### src/rtl/omok_pkg.sv
// Shared constants, cell encodings and FSM states for the Omok move sequencer.
package omok_pkg;

  localparam int MAP_N   = 10;
  localparam int WIN_LEN = 5;
  localparam int POS_W   = 8;
  localparam int CELLS   = MAP_N * MAP_N;

  localparam logic [1:0] EMPTY = 2'b00;
  localparam logic [1:0] BLACK = 2'b10;
  localparam logic [1:0] WHITE = 2'b11;

  typedef enum logic [3:0] {
    IDLE, OCC_RD, OCC_CMP, PLACE, SCAN_ISSUE, SCAN_CMP, UNDO, OVER, CLEAR
  } state_t;

  // Scan directions: 0 horizontal, 1 vertical, 2 down-right, 3 down-left.
  localparam int DIR_DR [4] = '{0, 1, 1, 1};
  localparam int DIR_DC [4] = '{1, 0, 1, -1};

endpackage

### src/rtl/omok_line_walker.sv
// Combinational probe-address generator: cell at pos + side*step*(dr,dc).
// Row and column are checked separately, so a line never wraps across a row edge.
module omok_line_walker
  import omok_pkg::*;
(
  input  logic [POS_W-1:0] pos,
  input  logic [1:0]       dir,
  input  logic             side,
  input  logic [2:0]       step,
  output logic             in_bounds,
  output logic [POS_W-1:0] addr
);

  int row, col, dr, dc, r, c;

  always_comb begin
    row       = int'(pos) / MAP_N;
    col       = int'(pos) % MAP_N;
    dr        = side ? -DIR_DR[dir] : DIR_DR[dir];
    dc        = side ? -DIR_DC[dir] : DIR_DC[dir];
    r         = row + dr * int'(step);
    c         = col + dc * int'(step);
    in_bounds = (r >= 0) && (r < MAP_N) && (c >= 0) && (c < MAP_N);
    addr      = in_bounds ? POS_W'(r * MAP_N + c) : '0;
  end

endmodule

### src/rtl/omok_game_ctrl.sv
// Omok move sequencer: places stones, scans the new stone's four lines for a win, one-level undo.
// Put write lands 3 cycles after the edge; button edges seen while busy are dropped.
module omok_game_ctrl
  import omok_pkg::*;
(
  input  logic             clk,
  input  logic             rst,
  input  logic             put_req,
  input  logic             undo_req,
  input  logic [POS_W-1:0] cur_pos,
  output logic [POS_W-1:0] rd_addr,
  input  logic [1:0]       rd_data,
  output logic             wr_en,
  output logic [POS_W-1:0] wr_addr,
  output logic [1:0]       wr_data,
  output logic             clear,
  output logic             turn,
  output logic             busy,
  output logic             game_over,
  output logic [1:0]       winner,
  output logic [6:0]       move_count
);

  state_t           state, state_nxt, end_state;
  logic             run, put_prev, undo_prev, put_edge, undo_edge;
  logic [POS_W-1:0] pos, last_pos, walk_addr;
  logic [1:0]       colour, dir;
  logic             side, last_valid, walk_ok, side_done, win, full;
  logic [3:0]       cnt;
  logic [2:0]       step;

  assign put_edge  = put_req & ~put_prev;
  assign undo_edge = undo_req & ~undo_prev;
  assign win       = cnt >= 4'(WIN_LEN);
  assign full      = move_count == 7'(CELLS);

  omok_line_walker u_walk (
    .pos(pos), .dir(dir), .side(side), .step(step),
    .in_bounds(walk_ok), .addr(walk_addr)
  );

  always_comb begin
    side_done = 1'b0;
    if (state == SCAN_ISSUE) side_done = !walk_ok || (step == 3'(WIN_LEN));
    else if (state == SCAN_CMP) side_done = rd_data != colour;

    end_state = SCAN_ISSUE;
    if (side) begin
      if (win) end_state = OVER;
      else if (dir == 2'd3) end_state = full ? OVER : IDLE;
    end

    state_nxt = state;
    case (state)
      CLEAR:      if (run) state_nxt = IDLE;
      IDLE: begin
        if (put_edge) begin
          if (cur_pos < POS_W'(CELLS)) state_nxt = OCC_RD;
        end else if (undo_edge && last_valid) begin
          state_nxt = UNDO;
        end
      end
      OCC_RD:     state_nxt = OCC_CMP;
      OCC_CMP:    state_nxt = (rd_data == EMPTY) ? PLACE : IDLE;
      PLACE:      state_nxt = SCAN_ISSUE;
      SCAN_ISSUE: state_nxt = side_done ? end_state : SCAN_CMP;
      SCAN_CMP:   state_nxt = side_done ? end_state : SCAN_ISSUE;
      UNDO:       state_nxt = IDLE;
      OVER:       if (put_edge) state_nxt = CLEAR;
      default:    state_nxt = CLEAR;
    endcase

    // run is low only in the cycle after reset, keeping every output at zero there.
    rd_addr   = '0;
    wr_en     = 1'b0;
    wr_addr   = '0;
    wr_data   = EMPTY;
    clear     = (state == CLEAR) && run;
    busy      = !(state == IDLE || state == OVER) && run;
    game_over = state == OVER;
    case (state)
      OCC_RD:     rd_addr = pos;
      SCAN_ISSUE: rd_addr = walk_addr;
      PLACE: begin
        wr_en   = 1'b1;
        wr_addr = pos;
        wr_data = colour;
      end
      UNDO: begin
        wr_en   = 1'b1;
        wr_addr = last_pos;
      end
      default: ;
    endcase
  end

  always_ff @(posedge clk or negedge rst) begin
    if (!rst) begin
      state      <= CLEAR;
      run        <= 1'b0;
      put_prev   <= 1'b0;
      undo_prev  <= 1'b0;
      pos        <= '0;
      last_pos   <= '0;
      last_valid <= 1'b0;
      colour     <= EMPTY;
      dir        <= '0;
      side       <= 1'b0;
      cnt        <= '0;
      step       <= '0;
      turn       <= 1'b0;
      winner     <= EMPTY;
      move_count <= '0;
    end else begin
      state     <= state_nxt;
      run       <= 1'b1;
      put_prev  <= put_req;
      undo_prev <= undo_req;
      case (state)
        CLEAR: begin
          turn       <= 1'b0;
          move_count <= '0;
          winner     <= EMPTY;
          last_valid <= 1'b0;
        end
        IDLE: if (put_edge && cur_pos < POS_W'(CELLS)) begin
          pos    <= cur_pos;
          colour <= turn ? WHITE : BLACK;
        end
        PLACE: begin
          move_count <= move_count + 7'd1;
          last_pos   <= pos;
          last_valid <= 1'b1;
          dir        <= '0;
          side       <= 1'b0;
          cnt        <= 4'd1;
          step       <= 3'd1;
        end
        SCAN_ISSUE, SCAN_CMP: begin
          if (side_done) begin
            step <= 3'd1;
            if (!side) begin
              side <= 1'b1;
            end else if (win) begin
              winner <= colour;
            end else if (dir == 2'd3) begin
              if (full) winner <= EMPTY;
              else      turn   <= ~turn;
            end else begin
              dir  <= dir + 2'd1;
              cnt  <= 4'd1;
              side <= 1'b0;
            end
          end else if (state == SCAN_CMP) begin
            cnt  <= cnt + 4'd1;
            step <= step + 3'd1;
          end
        end
        UNDO: begin
          turn       <= ~turn;
          move_count <= move_count - 7'd1;
          last_valid <= 1'b0;
        end
        default: ;
      endcase
    end
  end

endmodule

### config.mk
export PLATFORM = sky130hd
export DESIGN_NAME = omok_game_ctrl
export DESIGN_NICKNAME = d
export VERILOG_FILES = /design/src/rtl/omok_pkg.sv /design/src/rtl/omok_line_walker.sv /design/src/rtl/omok_game_ctrl.sv
export SDC_FILE = /design/constraint.sdc
export NUM_CORES = 1
export LEC_CHECK = 0
export ABC_CLOCK_PERIOD_IN_PS = 12380
export CAP_MARGIN = 20
export CORE_MARGIN = 2
export CORE_UTILIZATION = 65
export CTS_BUF_LIST = sky130_fd_sc_hd__clkbuf_16
export DETAILED_ROUTE_END_ITERATION = 6
export DONT_BUFFER_PORTS = 1
export PLACE_DENSITY = 0.83
export SYNTH_ARGS = -nofsm -noshare
export SYNTH_HDL_FRONTEND = slang
export SYNTH_HIERARCHICAL = 1
export SYNTH_SLANG_ARGS = --single-unit
### constraint.sdc
create_clock -name clk -period 12.38 [get_ports clk]
set_input_delay 2.476 -clock clk [delete_from_list [all_inputs] [get_ports clk]]
set_output_delay 2.476 -clock clk [all_outputs]
set_load 0.02 [all_outputs]
==> flow_summary.ini <==
[outcome]
status = complete, no violations

[grt]
antenna_found_initial = 0
top_usage_layer = met2
grt_use_met2_pct = 51.7
grt_usage_pct = 31.9
grt_max_degree = 47
grt_pass1_wl_um = 35000
grtUsageMet1_pct = 45.1
grt_remaining_overflow = 0
grt_pass1_vias = 7179
use_met3_pct = 4.53

[cells_and_area]
multi_input_area_um2 = 6570
drive_gt1_share_pct = 5.94
num_antenna_cells = 0
nFillCells = 1080
finish.utilization_pct = 67.7
regArea_um2 = 1150
syn_to_final_growth_pct = 2.51
finalNetCount = 1179

[clock_tree]
clock-sinks = 46
htree_levels = 2
ctsHoldBuffers = 0
clk_pin_slew_worst_paths_ps = 70
cts_tree = built
clock_path_buffers = 2
ctsRootBufferMaster = clkbuf_16
post_cts_resized = 0
cts_buffers = 5
cts_setup_buffers = 0
clock_latency_ps = 290

[route]
viasPerCell = 6.46
drc = 0
routed_wl_um = 21700
first_pass_iters = 5
antenna_left = 0
vias = 7744
drtIter0Drc = 643
avgRoutedWirePerCell_um = 18.1

[sta]
skew_ps = 6.22
timing.final.crit_share_pct = 94.1
finalCriticalPeriod_ps = 11650
final-setup-viol-count = 0
fin_tns_setup_ps = 0
fmax_ghz = 0.0858
finalMaxSlewViolations = 0
max-slew-margin-rel_pct = 44.1
rsz0062_at_grt = no
worstMarginPinSlew_ps = 839
hold_violations = 0

[worst_setup_path]
path_common_cell = ha_1
cp.required_ps = 9900
crit_arrival_ps = 9180
path_class = register to primary output
startpoint_type = register
max_stage_delay_ps = 620
crit_slowest_cell = or4_1
cp_max_fo = 12
cp-end-kind = primary output

[floorplan]
io-pin-count = 46
die_h_um = 117
rows = 41
start_util_pct = 66.1
fp.dieW_um = 117
die_area_um2 = 13600
core_um2 = 12500

[placed_design]
hpwlAfterDp_um = 17300
routabilityCongestion = 0.979
port_buffers = 0

[logic_synthesis]
async_reset_ff_share_pct = 100
synthCells = 1047
syn-mean-instance-area_um2 = 7.90
netlist_area_um2 = 8270
ys_ff_latch = 46
synth_enable_flop_cells = 0
ys_warn_count = 6
ys_types = 101
ys.flop_type = dfrtp_1
seq_area_frac_synth_pct = 13.9

[worst_hold_path]
hold_path_class = register to register

[flow_run]
maxCapViolCount = 0
through the flow:
step / cell area, um^2 / hold WS (ps) / setup WS (ps) / std cells
final: 8480 / 483 / 727 / 1199
after global routing: 8480 / 502 / 94.1 / 1199
after CTS: 8470 / 482 / 757 / 1199
after detailed placement: 8330 / 464 / 1080 / 1191
after global placement: 8330 / 458 / 1330 / 1191
after floorplan: 8290 / 446 / 2130 / 1053
worst paths after layout:
path                             start          end  slack [ps]  depth (start not counted)
hold / removal             last_pos[7]  last_pos[7]         480                          2
max in group asynchronous          rst     state[3]       10330                          0
min in group asynchronous          rst    winner[1]        1880                          0
setup reg to reg                pos[6]       cnt[3]        2630                         39
hold reg to reg            last_pos[7]  last_pos[7]         480                          2
setup / recovery                pos[6]   rd_addr[7]         730                         36
critical path: cells and delay by family (launching register included):
family	cells	cell delay, ps
AOI/OAI and AO/OA	9	1980
adders and majority gates	6	1700
and+or+nand+nor	19	4540
buffers and inverters	2	230
DFF	1	380
metal layers:
layer	part of all wire (%)	routed length (um)
met5	0	0
met4	2.3	510
met3	8.2	1780
met2	46	10100
met1	43	9370
layout make-up:
type,count,share of cell area (%)
inverter,100,4.43
timing repair buffer,3,0.266
clock buffer,5,1.48
tap,172,2.54
multi-input combinational,870,77.5
sequential,46,13.6
clock inverter,3,0.221
placed cells by master, fill, tap and decap left out, drive strengths merged, types with 19 or more instances in the layout:
cell	n
and2	22
nor3	19
nand2	132
nand2b	24
dfrtp	45
ha	94
a21oi	67
nand3	33
fa	45
nor2	70
o21ai	66
inv	101
xnor2	24
cell families (layout without fill, tap and decap cells):
family	Yosys count	count (layout)	share of synthesized area, %
AOI/OAI and AO/OA	277	277	23.3
xor gates and xnor gates	41	41	4.61
adders and majority gates	139	139	25.1
buffers and inverters	137	111	7.00
DFF	46	46	13.9
muxes	16	16	2.07
other	3	9	0.136
and+or+nand+nor	388	388	23.8
synthesized netlist by cell type (5+ instances only):
| cell type | count | area, um^2 |
|---|---|---|
| and2_1 | 21 | 131 |
| clkbuf_1 | 18 | 67.6 |
| nor3_1 | 18 | 90.1 |
| o21ai_0 | 61 | 305 |
| xnor2_1 | 22 | 193 |
| o21a_1 | 6 | 45.0 |
| buf_2 | 7 | 35.0 |
| nor4_1 | 9 | 56.3 |
| inv_1 | 100 | 375 |
| o211ai_1 | 8 | 60.1 |
| or2_2 | 5 | 31.3 |
| and3_1 | 14 | 87.6 |
| buf_4 | 7 | 52.6 |
| a31oi_1 | 5 | 31.3 |
| or3_1 | 6 | 37.5 |
| xor2_1 | 16 | 140 |
| mux2i_1 | 7 | 70.1 |
| nor2b_1 | 11 | 68.8 |
| o31ai_1 | 9 | 67.6 |
| a21o_1 | 16 | 120 |
| nand4_1 | 12 | 75.1 |
| o221ai_1 | 5 | 43.8 |
| mux2_2 | 9 | 101 |
| a22oi_1 | 11 | 82.6 |
| nor3b_1 | 6 | 45.0 |
| ha_1 | 94 | 1180 |
| fa_1 | 45 | 901 |
| a211oi_1 | 14 | 105 |
| a21oi_1 | 64 | 320 |
| dfrtp_1 | 45 | 1130 |
| nand2_1 | 132 | 495 |
| nor2_1 | 66 | 248 |
| o22ai_1 | 10 | 62.6 |
| nand2b_1 | 23 | 144 |
| nand3_1 | 32 | 160 |
registers in the layout, indices dropped and copies added (netlist names):
| register | flops |
|---|---|
| cnt | 4 |
| colour | 2 |
| dir | 2 |
| last_pos | 8 |
| last_valid | 1 |
| move_count | 7 |
| pos | 8 |
| put_prev | 1 |
| run | 1 |
| side | 1 |
| state | 4 |
| step | 3 |
| turn | 1 |
| undo_prev | 1 |
| winner | 2 |
Power is left out: the tool's default activity adds up to more than one toggle a clock period on the data nets, which glitch-free logic cannot reach.
